### src/rtl/mem_bus_arbiter.sv
// Two-master round-robin arbiter onto one valid/ready memory port, one transaction in flight.
// Latency: grant registers mem_* one cycle after request; mx_ready is combinational on mem_ready.
// Backpressure: masters hold valid until mx_ready; optional ARB_TIMEOUT_EN aborts stalled transfers.
module mem_bus_arbiter #(
    parameter int ADDR_W  = 32,
    parameter int DATA_W  = 32,
    parameter int TIMEOUT = 255
) (
    input  logic                clk,
    input  logic                rst,
    input  logic                m0_valid,
    output logic                m0_ready,
    input  logic [ADDR_W-1:0]   m0_addr,
    input  logic [DATA_W-1:0]   m0_wdata,
    input  logic [DATA_W/8-1:0] m0_wstrb,
    output logic [DATA_W-1:0]   m0_rdata,
    input  logic                m1_valid,
    output logic                m1_ready,
    input  logic [ADDR_W-1:0]   m1_addr,
    input  logic [DATA_W-1:0]   m1_wdata,
    input  logic [DATA_W/8-1:0] m1_wstrb,
    output logic [DATA_W-1:0]   m1_rdata,
    output logic                mem_valid,
    input  logic                mem_ready,
    output logic [ADDR_W-1:0]   mem_addr,
    output logic [DATA_W-1:0]   mem_wdata,
    output logic [DATA_W/8-1:0] mem_wstrb,
    input  logic [DATA_W-1:0]   mem_rdata,
    output logic                timeout_err
);
    localparam int STRB_W = DATA_W / 8;

    typedef enum logic {IDLE, BUSY} state_t;

    state_t              state_q, state_d;
    logic                owner_q, owner_d;
    logic                prio_q, prio_d;
    logic                mem_valid_q, mem_valid_d;
    logic [ADDR_W-1:0]   mem_addr_q, mem_addr_d;
    logic [DATA_W-1:0]   mem_wdata_q, mem_wdata_d;
    logic [STRB_W-1:0]   mem_wstrb_q, mem_wstrb_d;
    logic                sel;
    logic                done;
    logic                tmo_hit;

`ifdef ARB_TIMEOUT_EN
    localparam int CNT_W = (TIMEOUT > 0) ? $clog2(TIMEOUT + 1) : 1;
    logic [CNT_W-1:0] cnt_q, cnt_d;

    // A same-cycle mem_ready wins over the timeout.
    assign tmo_hit = (state_q == BUSY) && !mem_ready && (cnt_q == CNT_W'(TIMEOUT));

    always_comb begin
        cnt_d = cnt_q;
        if (state_q == IDLE)
            cnt_d = '0;
        else if (!mem_ready)
            cnt_d = cnt_q + CNT_W'(1);
    end

    always_ff @(posedge clk) begin
        if (rst) cnt_q <= '0;
        else     cnt_q <= cnt_d;
    end
`else
    assign tmo_hit = 1'b0;
`endif

    // Reset in the completion cycle aborts: no ready is handed back.
    assign done        = (state_q == BUSY) && !rst && (mem_ready || tmo_hit);
    assign m0_ready    = done && !owner_q;
    assign m1_ready    = done && owner_q;
    assign m0_rdata    = tmo_hit ? {DATA_W{1'b1}} : mem_rdata;
    assign m1_rdata    = tmo_hit ? {DATA_W{1'b1}} : mem_rdata;
    assign timeout_err = done && tmo_hit;

    assign mem_valid = mem_valid_q;
    assign mem_addr  = mem_addr_q;
    assign mem_wdata = mem_wdata_q;
    assign mem_wstrb = mem_wstrb_q;

    always_comb begin
        state_d     = state_q;
        owner_d     = owner_q;
        prio_d      = prio_q;
        mem_valid_d = mem_valid_q;
        mem_addr_d  = mem_addr_q;
        mem_wdata_d = mem_wdata_q;
        mem_wstrb_d = mem_wstrb_q;
        sel         = (m0_valid && m1_valid) ? prio_q : m1_valid;
        case (state_q)
            IDLE: begin
                if (m0_valid || m1_valid) begin
                    state_d     = BUSY;
                    owner_d     = sel;
                    mem_valid_d = 1'b1;
                    mem_addr_d  = sel ? m1_addr  : m0_addr;
                    mem_wdata_d = sel ? m1_wdata : m0_wdata;
                    mem_wstrb_d = sel ? m1_wstrb : m0_wstrb;
                end
            end
            BUSY: begin
                if (done) begin
                    state_d     = IDLE;
                    mem_valid_d = 1'b0;
                    prio_d      = ~owner_q;
                end
            end
            default: state_d = IDLE;
        endcase
    end

    always_ff @(posedge clk) begin
        if (rst) begin
            state_q     <= IDLE;
            owner_q     <= 1'b0;
            prio_q      <= 1'b0;
            mem_valid_q <= 1'b0;
            mem_addr_q  <= '0;
            mem_wdata_q <= '0;
            mem_wstrb_q <= '0;
        end else begin
            state_q     <= state_d;
            owner_q     <= owner_d;
            prio_q      <= prio_d;
            mem_valid_q <= mem_valid_d;
            mem_addr_q  <= mem_addr_d;
            mem_wdata_q <= mem_wdata_d;
            mem_wstrb_q <= mem_wstrb_d;
        end
    end
endmodule

### config.mk
export PLATFORM = sky130hd
export DESIGN_NAME = mem_bus_arbiter
export DESIGN_NICKNAME = d
export VERILOG_FILES = /design/src/rtl/mem_bus_arbiter.sv
export SDC_FILE = /design/constraint.sdc
export NUM_CORES = 1
export LEC_CHECK = 0
export ABC_AREA = 1
export CORE_ASPECT_RATIO = 1.1
export CORE_MARGIN = 10
export CORE_UTILIZATION = 38
export DETAILED_ROUTE_END_ITERATION = 10
export PLACE_DENSITY_LB_ADDON = 0.05
export SYNTH_ARGS = -nofsm -noshare
export SYNTH_HDL_FRONTEND = slang
export SYNTH_SLANG_ARGS = --single-unit
### constraint.sdc
create_clock -name clk -period 1.85 [get_ports clk]
set_input_delay 0.2775 -clock clk [delete_from_list [all_inputs] [get_ports clk]]
set_output_delay 0.2775 -clock clk [all_outputs]
set_load 0.02 [all_outputs]
==> flow_metrics.py <==
metrics = {
    "global_route": {
        "grt_pass1_wl_mm": 22.5,
        "grt_pass1_vias": 4304,
        "track_usage": 0.175,
        "antenna_found_initial": 0,
        "grt.overflow.total": 0,
        "grt_max_degree": 70,
    },
    "synth": {
        "synth-adder-area-share": 0,
        "synth_compound_area_frac": 0.0849,
        "synth_edf_count": 0,
        "ys_ff_latch": 72,
        "seq_area_frac_synth": 0.335,
        "synth_most_common_cell": "inv_1",
        "syn_avg_cell_area_sq_um": 6.34,
        "synth_top_family_by_area": "simple AND/OR/NAND/NOR gates",
        "synth.top_cells.by_count": "inv_1, nand2_1, nand3_1",
        "synthFlopType": "dfxtp_1",
        "synthMuxAreaShare": 0,
        "netlist.area_leader.share": 0.335,
        "synth_xor_area_frac": 0,
        "synth_simple_gate_area_frac": 0.292,
        "synthCells": 679,
        "syn_nets": 852,
        "syn-cell-area_sq_um": 4310,
        "async_reset_ff_frac": 0,
        "synth_largest_area_cell": "dfxtp_1",
        "ys.warnings.count": 0,
        "synthTopCellsByArea": "dfxtp_1, nand3_1, inv_1",
        "ys_types": 17,
    },
    "clocking": {
        "cts_buffer_depth": 2,
        "tritoncts": "yes",
        "clk_pin_slew_ps": 50,
        "cts.sinks": 72,
        "cts-root-buf": "clkbuf_16",
        "cts_resized": 2,
        "htree_levels": 3,
        "cts_buffers": 9,
        "postCtsSetupBuffers": 0,
        "cts_hold_buf": 0,
        "clkLatencyLatePin_ps": 330,
    },
    "placed_design": {
        "gp_congestion": 0.824,
        "io_buffers": 211,
        "dp_slack_ps": -64.6,
        "hpwlAfterDp_mm": 11.0,
        "place_area_sq_um": 6090,
    },
    "final_layout": {
        "fin_nets": 982,
        "design_area_sq_um": 6340,
        "syn2layout_area_growth_pct": 47.3,
        "nFillCells": 1098,
        "drive_gt1_frac": 0.0467,
        "antenna_cells": 0,
        "multiInputGateArea_sq_um": 1630,
        "ff_latch_area_sq_um": 1440,
    },
    "detailed_routing": {
        "drt_iter0_drc": 218,
        "dr.pass1.iters": 4,
        "vias": 4427,
        "wl_per_cell_um": 15.1,
        "ant_nets": 0,
        "viasPerCell": 4.61,
        "postRouteWirelength_mm": 14.5,
        "drc_errors": 0,
    },
    "sta": {
        "final-max-slew-violation-count": 0,
        "setup_slack_ps": 212,
        "tns_ps": 0,
        "max_slew_margin": 0.502,
        "fin_crit_sh": 0.885,
        "hold_viol": 0,
        "rsz0062_at_grt": "no",
        "finalSetupViolations": 0,
        "skew_ps": 3.42,
        "layout_min_cycle_time_ps": 1640,
        "timing.fmax_ghz": 0.611,
        "tightest_slew_ps": 746,
        "whs_ps": 308,
    },
    "critical_path": {
        "worstSetupPathType": "in -> out",
        "r2r_end": "mem_addr[25]",
        "critical_path_required_ps": 1570,
        "critPathMaxFanout": 3,
        "slowest_delay_ps": 500,
        "worstPathArrival_ps": 1360,
        "reg2reg_slack_ps": 580,
        "cp_cell_sequence": "clkdlybuf4s50_1, nand3_1, nor2_1, dlygate4sd2_1",
        "endpoint_kind": "output pin",
        "worst_r2r_path_depth": 7,
        "startpoint_type": "input port",
        "slowest_stage": "clkdlybuf4s50_1",
        "r2r-start": "state_q",
    },
    "floorplanning": {
        "dieWidth_um": 121,
        "dieArea_sq_um": 16000,
        "die_h_um": 132,
        "core_area_sq_um": 11000,
        "pin_count": 309,
        "initial_core_util": 0.391,
        "rows": 40,
    },
    "worst_hold_path": {
        "hold-path-endpoint": "mem_valid",
        "hold_class": "in -> reg",
        "whs_path_depth": 4,
        "hp-start": "rst",
    },
    "power": {
        "ir_worst_vdd_mv": 0.400,
        "p_per_area_nw_per_um2": 761,
        "power.leakage_nw": 3.09,
    },
    "status": {
        "status": "complete, no violations",
    },
    "run": {
        "max-cap-violations": 0,
    },
}
layer usage:
| layer | global-route usage | vias up | share of wire |
|---|---|---|---|
| li1 | - | 2264 | - |
| met1 | 0.194 | 1948 | 0.40 |
| met2 | 0.289 | 176 | 0.48 |
| met3 | 0.0643 | 39 | 0.097 |
| met4 | 0.0776 | 0 | 0.028 |
| met5 | 0 | - | 0 |
flip-flops by register name, indices dropped and copies added, names as in the netlist:
register / cells
prio_q: 1
mem_valid: 1
mem_addr: 32
mem_wstrb: 4
state_q: 1
owner_q: 1
mem_wdata: 32
worst max-delay path: cells and delay by family:
kind          cells  cell delay (ps)
simple gates      2              250
buf+inv           2              840
metrics by stage:
stage | std cells | util | total power (W)
after floorplan | 679 | - | 0.00278
after global placement | 945 | 0.553 | 0.00335
after detailed placement | 945 | 0.553 | 0.00337
after CTS | 960 | 0.576 | 0.00489
after global routing | 960 | 0.576 | 0.00511
final | 960 | 0.576 | 0.00482
kinds of logic after synthesis:
kind of cell | count (synthesis)
other | 1
DFF | 72
AOI/OAI and AO/OA | 72
and+or+nand+nor | 285
buffers and inverters | 249
cell type report:
type / count / area share
clock inverter: 5 / 0.00395
clock buffer: 10 / 0.0361
tap: 147 / 0.0290
multi-input combinational: 358 / 0.258
inverter: 140 / 0.0829
sequential: 72 / 0.227
timing repair buffer: 228 / 0.363
how the worst max path moves through the flow:
stage / cells past startpoint / start / to / slack, ps
after detailed placement: 4 / mem_ready / m1_ready / -60
final: 4 / mem_ready / m1_ready / 210
after CTS: 4 / mem_ready / m1_ready / 210
after floorplan: 5 / rst / m0_ready / 490
after global routing: 4 / mem_ready / m1_ready / 120
after global placement: 4 / mem_ready / m1_ready / -20
power breakdown:
group	total, W	switching [W]	internal (W)
Sequential	0.00179	0.0000763	0.00171
Combinational	0.00154	0.000772	0.000765
Clock	0.00150	0.000613	0.000886
Total	0.00482	0.00146	0.00336
layout by cell type (no fill, tap or decap), drive strengths merged:
| cell | netlist | routed |
|---|---|---|
| clkdlybuf4s50 | 0 | 207 |
| nand2 | 141 | 141 |
| inv | 140 | 140 |
| nand3 | 138 | 138 |
| dfxtp | 72 | 72 |
| a21oi | 70 | 70 |
| buf | 92 | 19 |
| clkbuf | 17 | 10 |
| nor2 | 6 | 6 |
| clkinv | 0 | 5 |
| dlygate4sd2 | 0 | 2 |
| o21ai | 1 | 1 |
| o22ai | 1 | 1 |
| conb | 1 | 1 |
No activity file was read; power rests on OpenSTA's default activity.
==> RTL edit 1, RTL diff (same settings) <==
The parameter `ADDR_W` goes from 32 to 64.
--- a/src/rtl/mem_bus_arbiter.sv
+++ b/src/rtl/mem_bus_arbiter.sv
@@ -3,5 +3,5 @@
 // Backpressure: masters hold valid until mx_ready; optional ARB_TIMEOUT_EN aborts stalled transfers.
 module mem_bus_arbiter #(
-    parameter int ADDR_W  = 32,
+    parameter int ADDR_W  = 64,
     parameter int DATA_W  = 32,
     parameter int TIMEOUT = 255
Interface: changed (resized m0_addr, m1_addr and mem_addr); port bits go from 309 to 405. The function was not compared with the original's and may differ.
==> RTL edit 1 against the original RTL <==
Worst setup slack lost 0.012 ns. Routed wire length grew 54%. Non-clock buffer count grew 103. Sequential cell count grew 32. Final area grew 43%. Die area grew 33%. First-iteration DRC count grew 23%. Power grew 38%. Area after synthesis grew 40%. Highest routed layer unchanged.
==> RTL edit 1: results <==
group,metric,value,unit
cells_and_area,fillers,1553,
detailed_routing,wl_met2,10.8,mm
cts,cts-root-buf,"clkbuf_16",
cells_and_area,layout.nets,1405,
detailed_routing,drtPass1Iterations,5,
logic_synthesis,async_flop_share,0,%
detailed_routing,routed_wl,22.3,mm
detailed_routing,vias,6278,
power_and_ir_drop,seq_cell_power,2.58,mW
logic_synthesis,synth_nets,1194,
grt,grt_usage,19.8,%
power_and_ir_drop,pwr-share-clk,27.6,%
logic_synthesis,yosysTopAreaCellShare,34.6,%
logic_synthesis,ys_seq_area_share,34.6,%
outcome,outcome,"complete, no violations",
placement,place_hpwl,16.5,mm
logic_synthesis,ys_types,16,
grt,use_met2,33.1,%
grt,met1_usage,22.4,%
placement,numPortBuffers,307,
cells_and_area,drive_gt1_share,3.92,%
sta,tightest_slew,0.528,ns
cts,clk-insertion-delay-late,0.35,ns
cts,postCtsSetupBuffers,0,
grt,use_met3,7.61,%
setup_path,cp_slowest_stage_delay,0.68,ns
logic_synthesis,synthTopCellsByArea,"dfxtp_1 (35%), nand3_1 (17%), inv_1 (13%)",
placement,gp_congestion,0.791,
setup_path,cp_max_fo,2,
grt,grt_pass1_wl,34.1,mm
logic_synthesis,yosys-top-cells-count,"inv_1 (204), nand2_1 (204), nand3_1 (202)",
detailed_routing,wirelength_met1,8.84,mm
grt,grt_max_degree,102,
power_and_ir_drop,swShare,31.1,%
cts,clkSlewWorstSetupHoldPaths,0.07,ns
logic_synthesis,ys.warnings.count,0,
sta,finClkSkew,0.00546,ns
setup_path,timing.critical_path.max_delay_family,"buffers and inverters",
grt,grt_antenna_before_repair,1,
logic_synthesis,synth_compound_area_share,8.73,%
grt,grt_pass1_vias,6027,
power_and_ir_drop,p_leak,4.44,nW
power_and_ir_drop,irDropWorstVdd,0.395,mV
placement,dpl_cell_area,8810,um2
detailed_routing,drt_iter0_drc,268,
detailed_routing,wl_met3,2.16,mm
-- RTL edit 1: cell type report --
cell class                      count  share of cell area (%)
Timing Repair Buffer              331                    36.8
Multi-Input combinational cell    518                    26.0
Sequential cell                   104                    22.9
Inverter                          204                    8.42
Clock buffer                       13                    2.97
Tap cell                          200                    2.75
Clock inverter                      3                   0.165
Antenna cell                        1                  0.0275
-- RTL edit 1: path summary, 6_finish.rpt --
path                                           startpoint                    endpoint  slack (ns)  cells past startpoint
worst min register to register     mem_valid$_SDFFE_PP0P_      mem_valid$_SDFFE_PP0P_        0.47                      2
worst min-delay path                             m1_valid          state_q$_SDFF_PP0_        0.30                      3
worst max register to register         state_q$_SDFF_PP0_  mem_wdata[10]$_SDFFE_PP0P_        0.52                      7
worst max-delay path            mem_addr[42]$_SDFFE_PP0P_                mem_addr[42]        0.20                      1
-- RTL edit 1: worst reg2reg max path, cell delays in order (launching register included) --
cell and delay, ns:
dfxtp_1 0.36, buf_4 0.15, inv_1 0.08, o21ai_4 0.11, buf_12 0.26, a21oi_1 0.13
nand2_1 0.09, inv_1 0.04
-- RTL edit 1: cells by family (layout without fill, tap and decap cells) --
logic type             count (synthesis)  after routing
and+or+nand+nor                      413            413
buffers and inverters                335            551
AOI/OAI and AO/OA                    104            104
DFF                                  104            104
other                                  1              2
-- RTL edit 1: metrics by stage --
step           hold WS (ns)  std cells  setup WS [ns]  util, %
2_1_floorplan         0.431        957          0.658        -
3_3_place_gp          0.447       1357        -0.0257     56.4
3_5_place_dp          0.463       1357        -0.0260     56.4
4_1_cts               0.286       1373          0.168     58.2
5_1_grt               0.345       1374          0.154     58.3
6_report              0.298       1374          0.201     58.3
==> RTL edit 2, RTL diff (same flow settings) <==
Made on the original files. Take the reset off `mem_addr_q`, `mem_wdata_q` and `mem_wstrb_q` and load them in a clocked block of their own.
--- a/src/rtl/mem_bus_arbiter.sv
+++ b/src/rtl/mem_bus_arbiter.sv
@@ -117,7 +117,4 @@
             prio_q      <= 1'b0;
             mem_valid_q <= 1'b0;
-            mem_addr_q  <= '0;
-            mem_wdata_q <= '0;
-            mem_wstrb_q <= '0;
         end else begin
             state_q     <= state_d;
@@ -125,8 +122,11 @@
             prio_q      <= prio_d;
             mem_valid_q <= mem_valid_d;
-            mem_addr_q  <= mem_addr_d;
-            mem_wdata_q <= mem_wdata_d;
-            mem_wstrb_q <= mem_wstrb_d;
         end
+    end
+
+    always_ff @(posedge clk) begin
+        mem_addr_q  <= mem_addr_d;
+        mem_wdata_q <= mem_wdata_d;
+        mem_wstrb_q <= mem_wstrb_d;
     end
 endmodule
Formal check against the unedited RTL: not equivalent (a bounded check fails within 4 cycles, from zero or initial values and one cycle with rst high).
==> RTL edit 2 against the original RTL <==
Final area decreased by 12%. Synthesized cell count decreased by 43%. Routed wire length decreased by 6.4%. Power decreased by 9.6%. Register-to-register slack got worse by 0.06 ns. Sequential cell count unchanged. Area after synthesis decreased by 15%. Worst setup slack improved by 0.0096 ns. Critical path type is now reg -> out. Critical endpoint is now mem_valid. Largest cell class unchanged. Highest routed layer unchanged.
==> RTL edit 2: results <==
group,metric,value,unit
power_and_ir_drop,irDropWorstVdd,0.361,mV
logic_synthesis,ys_types,15,
placement,dpl_worst_slack,-0.0485,ns
power_and_ir_drop,switching_power,1.17,mW
cts,postCtsSetupBuffers,0,
cts,clkSlewWorstSetupHoldPaths,0.07,ns
power_and_ir_drop,p_seq_share,46.5,%
logic_synthesis,synth_compound_area_share,0.578,%
setup_path,r2r_cells,4,
cells_and_area,drive_gt1_share,4.68,%
setup_path,cp_max_fo,2,
power_and_ir_drop,swShare,26.9,%
outcome,outcome,"complete, no violations",
setup_path,cp_slowest_stage_delay,0.67,ns
min_path,min_from,"m1_valid",
logic_synthesis,synthCells,385,
placement,place_hpwl,10.8,mm
cts,cts-root-buf,"clkbuf_8",
power_and_ir_drop,powerClk,1.16,mW
grt,grt_max_degree,49,
setup_path,endpoint,"mem_valid",
logic_synthesis,ys_seq_area_share,57.7,%
setup_path,r2r_end,"mem_addr[6]$_DFFE_PP_",
cells_and_area,instances_no_fill,651,
detailed_routing,drt_iter0_drc,270,
detailed_routing,routed_wl,13.6,mm
sta,finClkSkew,0.00335,ns
cells_and_area,layout.nets,702,
min_path,hold_path_end,"state_q$_SDFF_PP0_",
logic_synthesis,synthTopCellsByArea,"edfxtp_1 (55%), nand2_1 (14%), buf_4 (14%)",
power_and_ir_drop,p_leak,2.31,nW
grt,grt_pass1_wl,19.7,mm
sta,timing.final.ws_setup,0.222,ns
logic_synthesis,yosys-top-cells-count,"nand2_1 (139), nand3_1 (70), buf_4 (69)",
logic_synthesis,synth-edff-count,68,
detailed_routing,avgViaCountPerCell,4.78,
logic_synthesis,ys.flop_type,"edfxtp_1",
setup_path,rrSetupSlack,0.52,ns
setup_path,worstSetupStartpoint,"mem_valid$_SDFFE_PP0P_",
grt,grt_usage,18.5,%
placement,dp.cells,635,
logic_synthesis,synth_nets,558,
cells_and_area,fillers,834,
placement,dpl_cell_area,5430,um2
min_path,hold_depth,3,
placement,gp_congestion,0.824,
RTL edit 2: cell count changes after synthesis, moves of 2 or more:
cell | unedited run | this run
clkbuf_1 | 17 | 3
inv_1 | 140 | 5
dfxtp_1 | 72 | 4
buf_2 | 20 | 14
edfxtp_1 | 0 | 68
a21oi_1 | 70 | 2
buf_6 | 3 | 1
nand3_1 | 138 | 70
RTL edit 2: layout make-up:
| cell class | count | area (um2) | share of cell area [%] |
|---|---|---|---|
| Inverter | 5 | 22.5 | 0.402 |
| Clock inverter | 6 | 50.0 | 0.893 |
| Clock buffer | 10 | 128 | 2.28 |
| Tap cell | 117 | 146 | 2.61 |
| Sequential cell | 72 | 2120 | 37.9 |
| Multi-Input combinational cell | 221 | 940 | 16.8 |
| Timing Repair Buffer | 220 | 2200 | 39.2 |
RTL edit 2: metal layers:
layer	track usage (%)	part of all wire, %	vias to the layer above
met5	0	0	-
li1	-	-	1498
met2	32.9	52	156
met1	18.7	32	1413
met3	7.41	12	42
met4	8.93	3.4	0
